$ cat src/rtl/mem_bus_arbiter.sv
// Round-robin arbiter sharing one memory bus among N_REQ requesters.
// One transaction at a time: IDLE -> ISSUE -> (read: WAIT) -> DONE -> IDLE.
module mem_bus_arbiter #(
  parameter int DATA_W  = 16,
  parameter int ADDR_W  = 16,
  parameter int N_REQ   = 3,
  parameter int MEM_LAT = 2
) (
  input  logic                      clk,
  input  logic                      rst_n,
  input  logic [N_REQ-1:0]          req,
  input  logic [N_REQ-1:0]          req_we,
  input  logic [N_REQ*ADDR_W-1:0]   req_addr,
  input  logic [N_REQ*DATA_W-1:0]   req_wdata,
  output logic [N_REQ-1:0]          gnt,
  output logic [N_REQ-1:0]          ack,
  output logic [DATA_W-1:0]         rdata,
  output logic                      busy,
  output logic [ADDR_W-1:0]         mem_addr,
  output logic [DATA_W-1:0]         mem_wdata,
  output logic                      mem_rd,
  output logic                      mem_wr,
  input  logic [DATA_W-1:0]         mem_rdata
);

  localparam int IDX_W = (N_REQ > 1) ? $clog2(N_REQ) : 1;

  typedef enum logic [1:0] {IDLE, ISSUE, WAIT, DONE} state_t;

  state_t           state, state_nxt;
  logic [IDX_W-1:0] rr_ptr;
  logic [IDX_W-1:0] idx;
  logic [IDX_W-1:0] win_idx;
  logic             win_vld;
  logic             we_q;
  logic [3:0]       cnt;

  // Scan downward and overwrite so the lowest offset from rr_ptr wins.
  always_comb begin
    int j;
    j       = 0;
    win_vld = 1'b0;
    win_idx = rr_ptr;
    for (int k = N_REQ - 1; k >= 0; k--) begin
      j = (int'(rr_ptr) + k) % N_REQ;
      if (req[j]) begin
        win_vld = 1'b1;
        win_idx = IDX_W'(j);
      end
    end
  end

  always_comb begin
    state_nxt = state;
    case (state)
      IDLE:    if (win_vld) state_nxt = ISSUE;
      ISSUE:   state_nxt = we_q ? DONE : WAIT;
      WAIT:    if (cnt == 4'd1) state_nxt = DONE;
      DONE:    state_nxt = IDLE;
      default: state_nxt = IDLE;
    endcase
  end

  always_ff @(posedge clk) begin
    if (!rst_n) begin
      state     <= IDLE;
      rr_ptr    <= '0;
      idx       <= '0;
      we_q      <= 1'b0;
      cnt       <= '0;
      mem_addr  <= '0;
      mem_wdata <= '0;
      rdata     <= '0;
    end else begin
      state <= state_nxt;
      case (state)
        IDLE: if (win_vld) begin
          idx       <= win_idx;
          we_q      <= req_we[win_idx];
          mem_addr  <= req_addr[int'(win_idx)*ADDR_W +: ADDR_W];
          mem_wdata <= req_wdata[int'(win_idx)*DATA_W +: DATA_W];
        end
        ISSUE: cnt <= 4'(MEM_LAT);
        WAIT: begin
          cnt <= cnt - 4'd1;
          if (cnt == 4'd1) rdata <= mem_rdata;
        end
        DONE: rr_ptr <= (idx == IDX_W'(N_REQ - 1)) ? '0 : idx + 1'b1;
        default: ;
      endcase
    end
  end

  // Outputs decode straight from state so a reset edge clears them at once.
  always_comb begin
    gnt    = '0;
    ack    = '0;
    mem_rd = 1'b0;
    mem_wr = 1'b0;
    busy   = (state != IDLE);
    if (state != IDLE) gnt[idx] = 1'b1;
    if (state == DONE) ack[idx] = 1'b1;
    if (state == ISSUE) begin
      mem_rd = ~we_q;
      mem_wr = we_q;
    end
  end

endmodule

$ cat config.mk
export PLATFORM = sky130hd
export DESIGN_NAME = mem_bus_arbiter
export DESIGN_NICKNAME = d
export VERILOG_FILES = /design/src/rtl/mem_bus_arbiter.sv
export SDC_FILE = /design/constraint.sdc
export NUM_CORES = 1
export LEC_CHECK = 0
export CORE_UTILIZATION = 45
export CTS_BUF_LIST = sky130_fd_sc_hd__clkbuf_8
export CTS_CLUSTER_SIZE = 14
export DETAILED_ROUTE_END_ITERATION = 8
export PLACE_DENSITY = 0.95
export SYNTH_ARGS = -nofsm -noshare
export SYNTH_HDL_FRONTEND = slang
export SYNTH_SLANG_ARGS = --single-unit
$ cat constraint.sdc
create_clock -name clk -period 5.1 [get_ports clk]
set_input_delay 0.765 -clock clk [delete_from_list [all_inputs] [get_ports clk]]
set_output_delay 0.765 -clock clk [all_outputs]
set_load 0.02 [all_outputs]
==> results of run 1 <==
## stage by stage
step                hold slack [ns]  std cells
detailed placement            0.449        688
global route                  0.481        703
finish                        0.458        703
global placement              0.442        688
CTS                           0.457        703
floorplan                     0.481        449
## cell usage in the layout (no fill, tap or decap), types with 2 or more instances in the layout
cell type	count
o211ai_1	34
inv_1	14
and3_1	3
clkbuf_8	11
nand2_1	41
clkdlybuf4s50_1	176
a221o_1	33
o31ai_1	2
mux2_2	2
nor3_1	3
nor2b_1	3
a21oi_1	22
and2_1	36
nor3b_1	7
dfxtp_1	59
ha_1	9
nand3_1	34
o21ai_2	2
o21a_1	2
a31oi_1	2
nor2_1	9
o21ai_0	37
nand4_1	33
buf_4	7
## cell usage after synthesis (9+ instances only)
library cell,number
ha_1,9
and2_1,36
nand2_1,41
dfxtp_1,59
a21oi_1,22
inv_1,12
clkbuf_1,34
nand3_1,34
o211ai_1,34
nor2_1,9
nand4_1,33
o21ai_0,37
a221o_1,33
## report_power, final
| group | internal, mW | leakage, nW | switching, mW |
|---|---|---|---|
| Combinational | 0.508 | 1.39 | 0.557 |
| Sequential | 0.587 | 0.483 | 0.0775 |
| Clock | 0.246 | 0.108 | 0.183 |
| Total | 1.34 | 1.98 | 0.817 |
## flip-flops by register name, indices dropped and copies added (netlist names)
name / count
mem_addr: 16
mem_wdata: 16
rdata: 16
cnt: 4
idx: 2
rr_ptr: 2
state: 2
we_q: 1
## worst max-delay path, cell delays in order
cell and delay, ns:
clkdlybuf4s50_1 0.56, mux2_4 0.33, a222oi_1 0.33, buf_4 0.45
and3_1 0.63, buf_4 0.34, o211ai_1 0.15, a221o_1 0.34
## cell type report
type,instances,area [um^2]
tap,102,128
sequential,59,1180
clock buffer,11,151
multi-input combinational,331,2130
fill,576,2190
inverter,13,48.8
timing repair buffer,183,1810
clock inverter,4,42.5
## worst paths after layout
check | start | end | slack [ns]
setup / recovery | req[2] | mem_addr[2] | 1.41
hold / removal | rdata[8] | rdata[8] | 0.46
setup reg to reg | rr_ptr[0] | mem_addr[2] | 1.55
hold reg to reg | rdata[8] | rdata[8] | 0.46
## cell families (layout without fill, tap and decap cells)
| logic type | after synthesis | count (layout) | synth area share [%] |
|---|---|---|---|
| AND/OR/NAND/NOR | 173 | 173 | 26.0 |
| AO/OA/AOI/OAI | 144 | 144 | 28.6 |
| flip-flops | 59 | 59 | 33.1 |
| buffers and inverters | 59 | 211 | 7.40 |
| adder cells (fa/ha/maj) | 9 | 9 | 3.16 |
| multiplexers | 5 | 5 | 1.65 |
## layer usage
layer / part of all wire, % / vias up / global-route usage (%) / routed length [um]
li1: - / 1985 / - / -
met1: 41 / 2044 / 36.8 / 5140
met2: 48 / 260 / 49.6 / 6080
met3: 9.1 / 33 / 8.88 / 1150
met4: 2.3 / 0 / 11.5 / 286
met5: 0 / - / 0 / 0
==> results.py, run 1 <==
metrics = {
    "place": {
        "dp_slack_ns": 1.17,
        "place.gp.congestion": 0.938,
        "place_area_um2": 5310,
        "numPortBuffers": 176,
        "hpwl_um": 8520,
    },
    "timing": {
        "period_needed_ns": 3.69,
        "slew_headroom_pct": 12.6,
        "finalSetupViolCount": 0,
        "worst_pin_slew_ns": 1.31,
        "finalMaxSlewViolations": 0,
        "setup_ws_ns": 1.41,
        "hold_viol": 0,
        "rsz0062_at_grt": "no",
        "final.setup.tns_ns": 0,
        "max_freq_mhz": 271,
        "fin_skew_ns": 0.0110,
        "fin_crit_sh_pct": 72.4,
    },
    "clock_tree": {
        "cts.reportedPaths.clkPinSlew_ns": 0.07,
        "h-tree-depth": 3,
        "hold_buffers": 0,
        "cts_buffers": 9,
        "cts_root_buf": "clkbuf_8",
        "clockBufferDepth": 2,
        "clk-insertion-delay-late_ns": 0.34,
        "cts.sinks": 59,
        "post_cts_buffers": 0,
        "cts_tree": "built",
        "ctsResizeCount": 0,
    },
    "grt": {
        "grt_usage_pct": 30.1,
        "grt_max_degree": 39,
        "grt-ovfl-total": 0,
        "grt_pass1_vias": 4161,
        "antenna_found_initial": 1,
        "grt_pass1_wl_um": 20100,
    },
    "power_and_ir_drop": {
        "ir_worst_vdd_mv": 0.230,
        "power.density_nw_per_um2": 392,
        "power_mw": 2.16,
        "power.leakage_nw": 1.98,
    },
    "logic_synthesis": {
        "synth-seq-cells": 59,
        "synth_fp_nets": 578,
        "seq_area_frac_synth_pct": 33.1,
        "synth_ff_type": "dfxtp_1",
        "async_reset_ff_share_pct": 0,
        "avgSynthCellArea_um2": 7.94,
        "synth_top_area_share_pct": 33.1,
        "synth_area_leaders": "dfxtp_1 (33%), a221o_1 (9.3%), o211ai_1 (7.2%)",
        "synth-edff-count": 0,
        "synth_top_area_cell": "dfxtp_1",
        "synth_cell_type_count": 43,
        "yosysWarnings": 0,
        "syn_inst": 449,
        "netlist_area_um2": 3570,
    },
    "die": {
        "die_y_um": 91.0,
        "fp.dieArea_um2": 8280,
        "die_w_um": 91.0,
        "core.rowCount": 32,
        "io_pins": 177,
        "start_util_pct": 46.4,
        "core_area_um2": 7690,
    },
    "finish": {
        "fin_area_um2": 5500,
        "nNetsFinal": 726,
        "final_util_pct": 71.5,
        "n_antenna_cell": 0,
        "area_growth_pct": 54.2,
        "drive_gt1_share_pct": 4.49,
    },
    "flow_run": {
        "maxCapViolations": 0,
    },
    "outcome": {
        "status": "complete, no violations",
    },
    "route": {
        "drc": 0,
        "vias_per_cell": 6.15,
        "ant_nets": 0,
        "wl_per_cell_um": 18.0,
        "dr.pass1.iters": 5,
        "wl_um": 12700,
        "drt-initial-drc-count": 441,
        "num_vias": 4322,
    },
    "setup_path": {
        "endpoint_kind": "flip-flop",
        "path_class": "input port to flip-flop",
        "reg2reg_depth": 9,
        "cp.required_ns": 5.32,
        "start_kind": "input port",
        "path_max_fanout": 38,
        "cp.arrival_ns": 3.91,
    },
    "min_path": {
        "hold_depth": 2,
        "hp-class": "flip-flop to flip-flop",
    },
}
No activity file was read; power rests on OpenSTA's default activity.
==> run 2, diff against run 1 <==
--- a/config.mk
+++ b/config.mk
@@ -5,11 +5,11 @@
 export SDC_FILE = /design/constraint.sdc
 export NUM_CORES = 1
 export LEC_CHECK = 0
-export CORE_UTILIZATION = 45
+export CORE_UTILIZATION = 42
 export CTS_BUF_LIST = sky130_fd_sc_hd__clkbuf_8
 export CTS_CLUSTER_SIZE = 14
 export DETAILED_ROUTE_END_ITERATION = 8
-export PLACE_DENSITY = 0.95
+export PLACE_DENSITY = 0.93
 export SYNTH_ARGS = -nofsm -noshare
 export SYNTH_HDL_FRONTEND = slang
 export SYNTH_SLANG_ARGS = --single-unit
==> constraint.sdc (replaced) <==
create_clock -name clk -period 3.85 [get_ports clk]
set_input_delay 0.5775 -clock clk [delete_from_list [all_inputs] [get_ports clk]]
set_output_delay 0.5775 -clock clk [all_outputs]
set_load 0.02 [all_outputs]
==> results.py, run 2 (synthesized netlist as in run 1, its figures left out) <==
metrics = {
    "route": {
        "dr.pass1.iters": 6,
        "num_vias": 4327,
        "wl_um": 12800,
        "ant_nets": 0,
        "drt-initial-drc-count": 325,
        "vias_per_cell": 6.07,
        "drc": 0,
        "wl_per_cell_um": 17.9,
    },
    "timing": {
        "period_needed_ns": 3.05,
        "rsz0062_at_grt": "no",
        "setup_ws_ns": 0.801,
        "final.setup.tns_ns": 0,
        "max_freq_mhz": 328,
        "finalMaxSlewViolations": 0,
        "slew_headroom_pct": 32.0,
        "finalSetupViolCount": 0,
        "fin_crit_sh_pct": 79.2,
        "whs_ns": 0.458,
        "worst_pin_slew_ns": 1.02,
        "hold_viol": 0,
        "fin_skew_ns": 0.00607,
    },
    "power_and_ir_drop": {
        "ir_worst_vdd_mv": 0.251,
        "power_mw": 2.99,
        "power.leakage_nw": 2.02,
        "power.density_nw_per_um2": 535,
    },
    "flow_run": {
        "maxCapViolations": 0,
    },
    "grt": {
        "grt_usage_pct": 28.1,
        "grt_pass1_vias": 4138,
        "grt_max_degree": 38,
        "antenna_found_initial": 0,
        "grt_pass1_wl_um": 19400,
        "grt-ovfl-total": 0,
    },
    "clock_tree": {
        "post_cts_buffers": 0,
        "cts_tree": "built",
        "cts.sinks": 59,
        "cts_buffers": 9,
        "cts_root_buf": "clkbuf_8",
        "clockBufferDepth": 2,
        "clk-insertion-delay-late_ns": 0.34,
        "cts.reportedPaths.clkPinSlew_ns": 0.07,
        "ctsResizeCount": 0,
        "hold_buffers": 0,
        "h-tree-depth": 3,
    },
    "die": {
        "core_area_um2": 8220,
        "io_pins": 177,
        "die_w_um": 94.1,
        "die_y_um": 94.1,
        "fp.dieArea_um2": 8860,
        "start_util_pct": 43.4,
        "core.rowCount": 33,
    },
    "setup_path": {
        "start_kind": "flip-flop",
        "timing.rr.start": "rr_ptr[0]",
        "critPathTopFamily": "compound AO/OA/AOI/OAI gates",
        "cp.required_ns": 4.08,
        "r2r_end": "mem_addr[1]",
        "reg2reg_depth": 9,
        "cpMostUsedCell": "buf_4",
        "cp.arrival_ns": 3.28,
        "path_buf_inv": 3,
        "path_max_fanout": 37,
        "r2r_slack_ns": 0.80,
        "critPathSlowestCell": "buf_4",
        "crit_path_max_incr_delay_ns": 0.43,
        "path_class": "flip-flop to flip-flop",
        "crit_path_cell_trace": "inv_1 > ha_1 > a22o_1 > a222oi_1 > buf_4 > and3_1 > buf_4 > o211ai_1 > a221o_1",
        "endpoint_kind": "flip-flop",
    },
    "finish": {
        "drive_gt1_share_pct": 5.92,
        "final_cell_mix": "clkdlybuf4s50_1 (176), dfxtp_1 (59), nand2_1 (41)",
        "area_growth_pct": 57.1,
        "final_util_pct": 68.2,
        "n_antenna_cell": 0,
        "seqCellArea_um2": 1180,
        "largestRegisters": "mem_addr x16, mem_wdata x16, rdata x16",
        "multi_input_area_um2": 2130,
        "layout_commonest_cell": "clkdlybuf4s50_1",
        "nNetsFinal": 732,
        "n_fill_cell": 680,
    },
    "place": {
        "dp_slack_ns": 0.564,
        "numPortBuffers": 176,
        "place.gp.congestion": 0.946,
        "hpwl_um": 9110,
    },
    "outcome": {
        "status": "complete, no violations",
    },
    "min_path": {
        "hp-class": "flip-flop to flip-flop",
        "hold_depth": 2,
        "hold_path_end": "rdata[4]",
        "min-delay-start": "rdata[4]",
    },
}
[run 2: report_power, final]
part / internal [mW] / total (mW) / switching (mW)
logic: 0.686 / 1.43 / 0.745
clock network: 0.435 / 0.688 / 0.253
registers: 0.777 / 0.876 / 0.0982
[run 2: cell type report]
cell class / count / area share (%)
tap: 105 / 2.35
clock buffer: 13 / 3.19
clock inverter: 3 / 1.21
sequential: 59 / 21.1
timing repair buffer: 189 / 33.2
multi-input combinational: 331 / 38.1
inverter: 13 / 0.871
[run 2: metal layers]
layer,up-vias,share of wire (%),wire (um),track usage [%]
met5,-,0,0,0
met4,0,2.0,254,9.74
met3,30,10,1320,7.77
met2,291,50,6370,50.0
met1,2011,38,4830,31.8
li1,1995,-,-,-
[run 2: through the flow]
step / instance area [um^2] / std cells
floorplan: 3570 / 449
global placement: 5360 / 697
detailed placement: 5360 / 697
CTS: 5600 / 713
global route: 5600 / 713
finish: 5600 / 713
[run 2: worst register-to-register path: stages (launching register included)]
cell and delay (ns):
dfxtp_1 0.37, inv_1 0.09, ha_1 0.42, a22o_1 0.26
a222oi_1 0.40, buf_4 0.43, and3_1 0.27, buf_4 0.23
o211ai_1 0.14, a221o_1 0.34
[run 2: worst max path at each step]
stage | from | end | slack [ns] | cells past startpoint
6_report | rr_ptr[0] | mem_addr[1] | 0.80 | 9
3_3_place_gp | req[2] | mem_wdata[15] | 0.63 | 8
4_1_cts | rr_ptr[0] | mem_addr[1] | 0.86 | 9
3_5_place_dp | req[2] | mem_addr[1] | 0.56 | 8
5_1_grt | rr_ptr[0] | mem_wdata[11] | 0.63 | 8
2_1_floorplan | rr_ptr[0] | mem_addr[0] | 1.32 | 11
==> run 3, diff against run 2 <==
==> constraint.sdc (replaced) <==
create_clock -name clk -period 2.85 [get_ports clk]
set_input_delay 0.4275 -clock clk [delete_from_list [all_inputs] [get_ports clk]]
set_output_delay 0.4275 -clock clk [all_outputs]
set_load 0.02 [all_outputs]
==> results.py, run 3 (synthesized netlist as in run 1, its figures left out) <==
metrics = {
    "setup_path": {
        "critPathSlowestCell": "nor3b_4",
        "cp.arrival_ns": 2.95,
        "crit_path_cell_trace": "inv_1 > ha_2 > a22o_1 > a222oi_1 > buf_4 > a21oi_1 > nor3b_4 > buf_12 > a221o_1",
        "path_max_fanout": 20,
        "path_class": "flip-flop to flip-flop",
        "endpoint_kind": "flip-flop",
        "crit_path_max_incr_delay_ns": 0.66,
        "cp.required_ns": 3.13,
        "start_kind": "flip-flop",
    },
    "timing": {
        "finalMaxSlewViolations": 0,
        "worst_pin_slew_ns": 1.05,
        "rsz0062_at_grt": "no",
        "fin_skew_ns": 0.00890,
        "final.setup.tns_ns": 0,
        "fin_crit_sh_pct": 93.7,
        "period_needed_ns": 2.67,
        "setup_ws_ns": 0.178,
        "max_freq_mhz": 374,
        "slew_headroom_pct": 30.1,
        "hold_viol": 0,
        "finalSetupViolCount": 0,
    },
    "min_path": {
        "hp-class": "flip-flop to flip-flop",
    },
    "clock_tree": {
        "cts_tree": "built",
        "clockBufferDepth": 2,
        "hold_buffers": 0,
        "cts.sinks": 59,
        "clk-insertion-delay-late_ns": 0.34,
        "h-tree-depth": 3,
        "cts.reportedPaths.clkPinSlew_ns": 0.07,
        "cts_root_buf": "clkbuf_8",
        "cts_buffers": 9,
        "post_cts_buffers": 0,
    },
    "grt": {
        "grt_usage_pct": 28.5,
        "antenna_found_initial": 0,
        "grt-ovfl-total": 0,
        "grt_pass1_wl_um": 19700,
        "grt_pass1_vias": 4189,
        "grt_max_degree": 34,
    },
    "power_and_ir_drop": {
        "power.leakage_nw": 2.06,
        "power.density_nw_per_um2": 692,
        "ir_worst_vdd_mv": 0.330,
    },
    "flow_run": {
        "maxCapViolations": 0,
    },
    "finish": {
        "n_antenna_cell": 0,
        "final_util_pct": 68.6,
        "largestRegisters": "mem_addr x16, mem_wdata x16, rdata x16",
        "layout_commonest_cell": "clkdlybuf4s50_1",
        "layout.cells.non_filler": 722,
        "nNetsFinal": 742,
        "drive_gt1_share_pct": 7.13,
        "area_growth_pct": 58.0,
        "final_cell_mix": "clkdlybuf4s50_1 (176), dfxtp_1 (59), nand2_1 (41)",
        "fin_area_um2": 5640,
    },
    "die": {
        "core_area_um2": 8220,
        "die_y_um": 94.1,
        "start_util_pct": 43.4,
        "io_pins": 177,
        "core.rowCount": 33,
        "die_w_um": 94.1,
        "fp.dieArea_um2": 8860,
    },
    "place": {
        "place_area_um2": 5460,
        "numPortBuffers": 176,
        "hpwl_um": 9230,
        "dpl.cell_count": 707,
        "dp_slack_ns": 0.0311,
        "place.gp.congestion": 0.844,
    },
    "outcome": {
        "status": "complete, no violations",
    },
    "route": {
        "dr.pass1.iters": 5,
        "ant_nets": 0,
        "num_vias": 4312,
        "drc": 0,
        "wl_um": 12800,
        "vias_per_cell": 5.97,
        "wl_per_cell_um": 17.7,
        "drt-initial-drc-count": 227,
    },
}
## run 3: cell types whose count changed in the layout (fill, tap and decap cells not counted)
cell and change:
ha_2 +2, clkbuf_8 -4, buf_4 +8, buf_12 +2, inv_1 +3, clkinv_2 +2
clkinvlp_4 -1, ha_1 -2, bufinv_16 -1
## run 3: path summary, 6_finish.rpt
check	slack, ns	depth (start not counted)	start	to
max	0.18	9	rr_ptr[0]	mem_addr[7]
min	0.46	2	rdata[8]	rdata[8]
max reg2reg	0.18	9	rr_ptr[0]	mem_addr[7]
min reg2reg	0.46	2	rdata[8]	rdata[8]
## run 3: layer usage
layer / GRT usage, % / vias to the layer above / wire length, um
met4: 12.2 / 0 / 340
met1: 31.5 / 2010 / 4890
li1: - / 2014 / -
met3: 8.17 / 38 / 1250
met5: 0 / - / 0
met2: 50.5 / 250 / 6310
## run 3: where the power goes
| group | switching (mW) | internal [mW] |
|---|---|---|
| clock network | 0.331 | 0.386 |
| registers | 0.142 | 1.05 |
| logic | 1.00 | 0.986 |
## run 3: area by class of cell
type | instances | area, um^2
multi-input cells | 331 | 2140
flip-flops and latches | 59 | 1180
well taps | 105 | 131
inverters | 13 | 48.8
clock buffers | 9 | 124
clock inverters | 6 | 51.3
fillers | 663 | 2580
repair buffers | 199 | 1960
## run 3: critical path: cells and delay by family, from the launching register on
kind,cells,cell delay [ns]
AOI/OAI and AO/OA,4,0.67
and+or+nand+nor,1,0.66
buffers and inverters,3,0.49
adders and majority gates,1,0.41
DFF,1,0.37
## run 3: repair_timing
action                                  in CTS  in global routing
endpoints found under the hold margin        0                  0
endpoints found under the setup margin       0                 32
resized for setup                            0                  2
## run 3: through the flow
| step | hold slack (ns) | power [mW] |
|---|---|---|
| after CTS | 0.458 | 3.90 |
| after global routing | 0.485 | 4.11 |
| final | 0.457 | 3.90 |
| after detailed placement | 0.450 | 3.17 |
| after floorplan | 0.481 | 2.27 |
| after global placement | 0.442 | 3.12 |
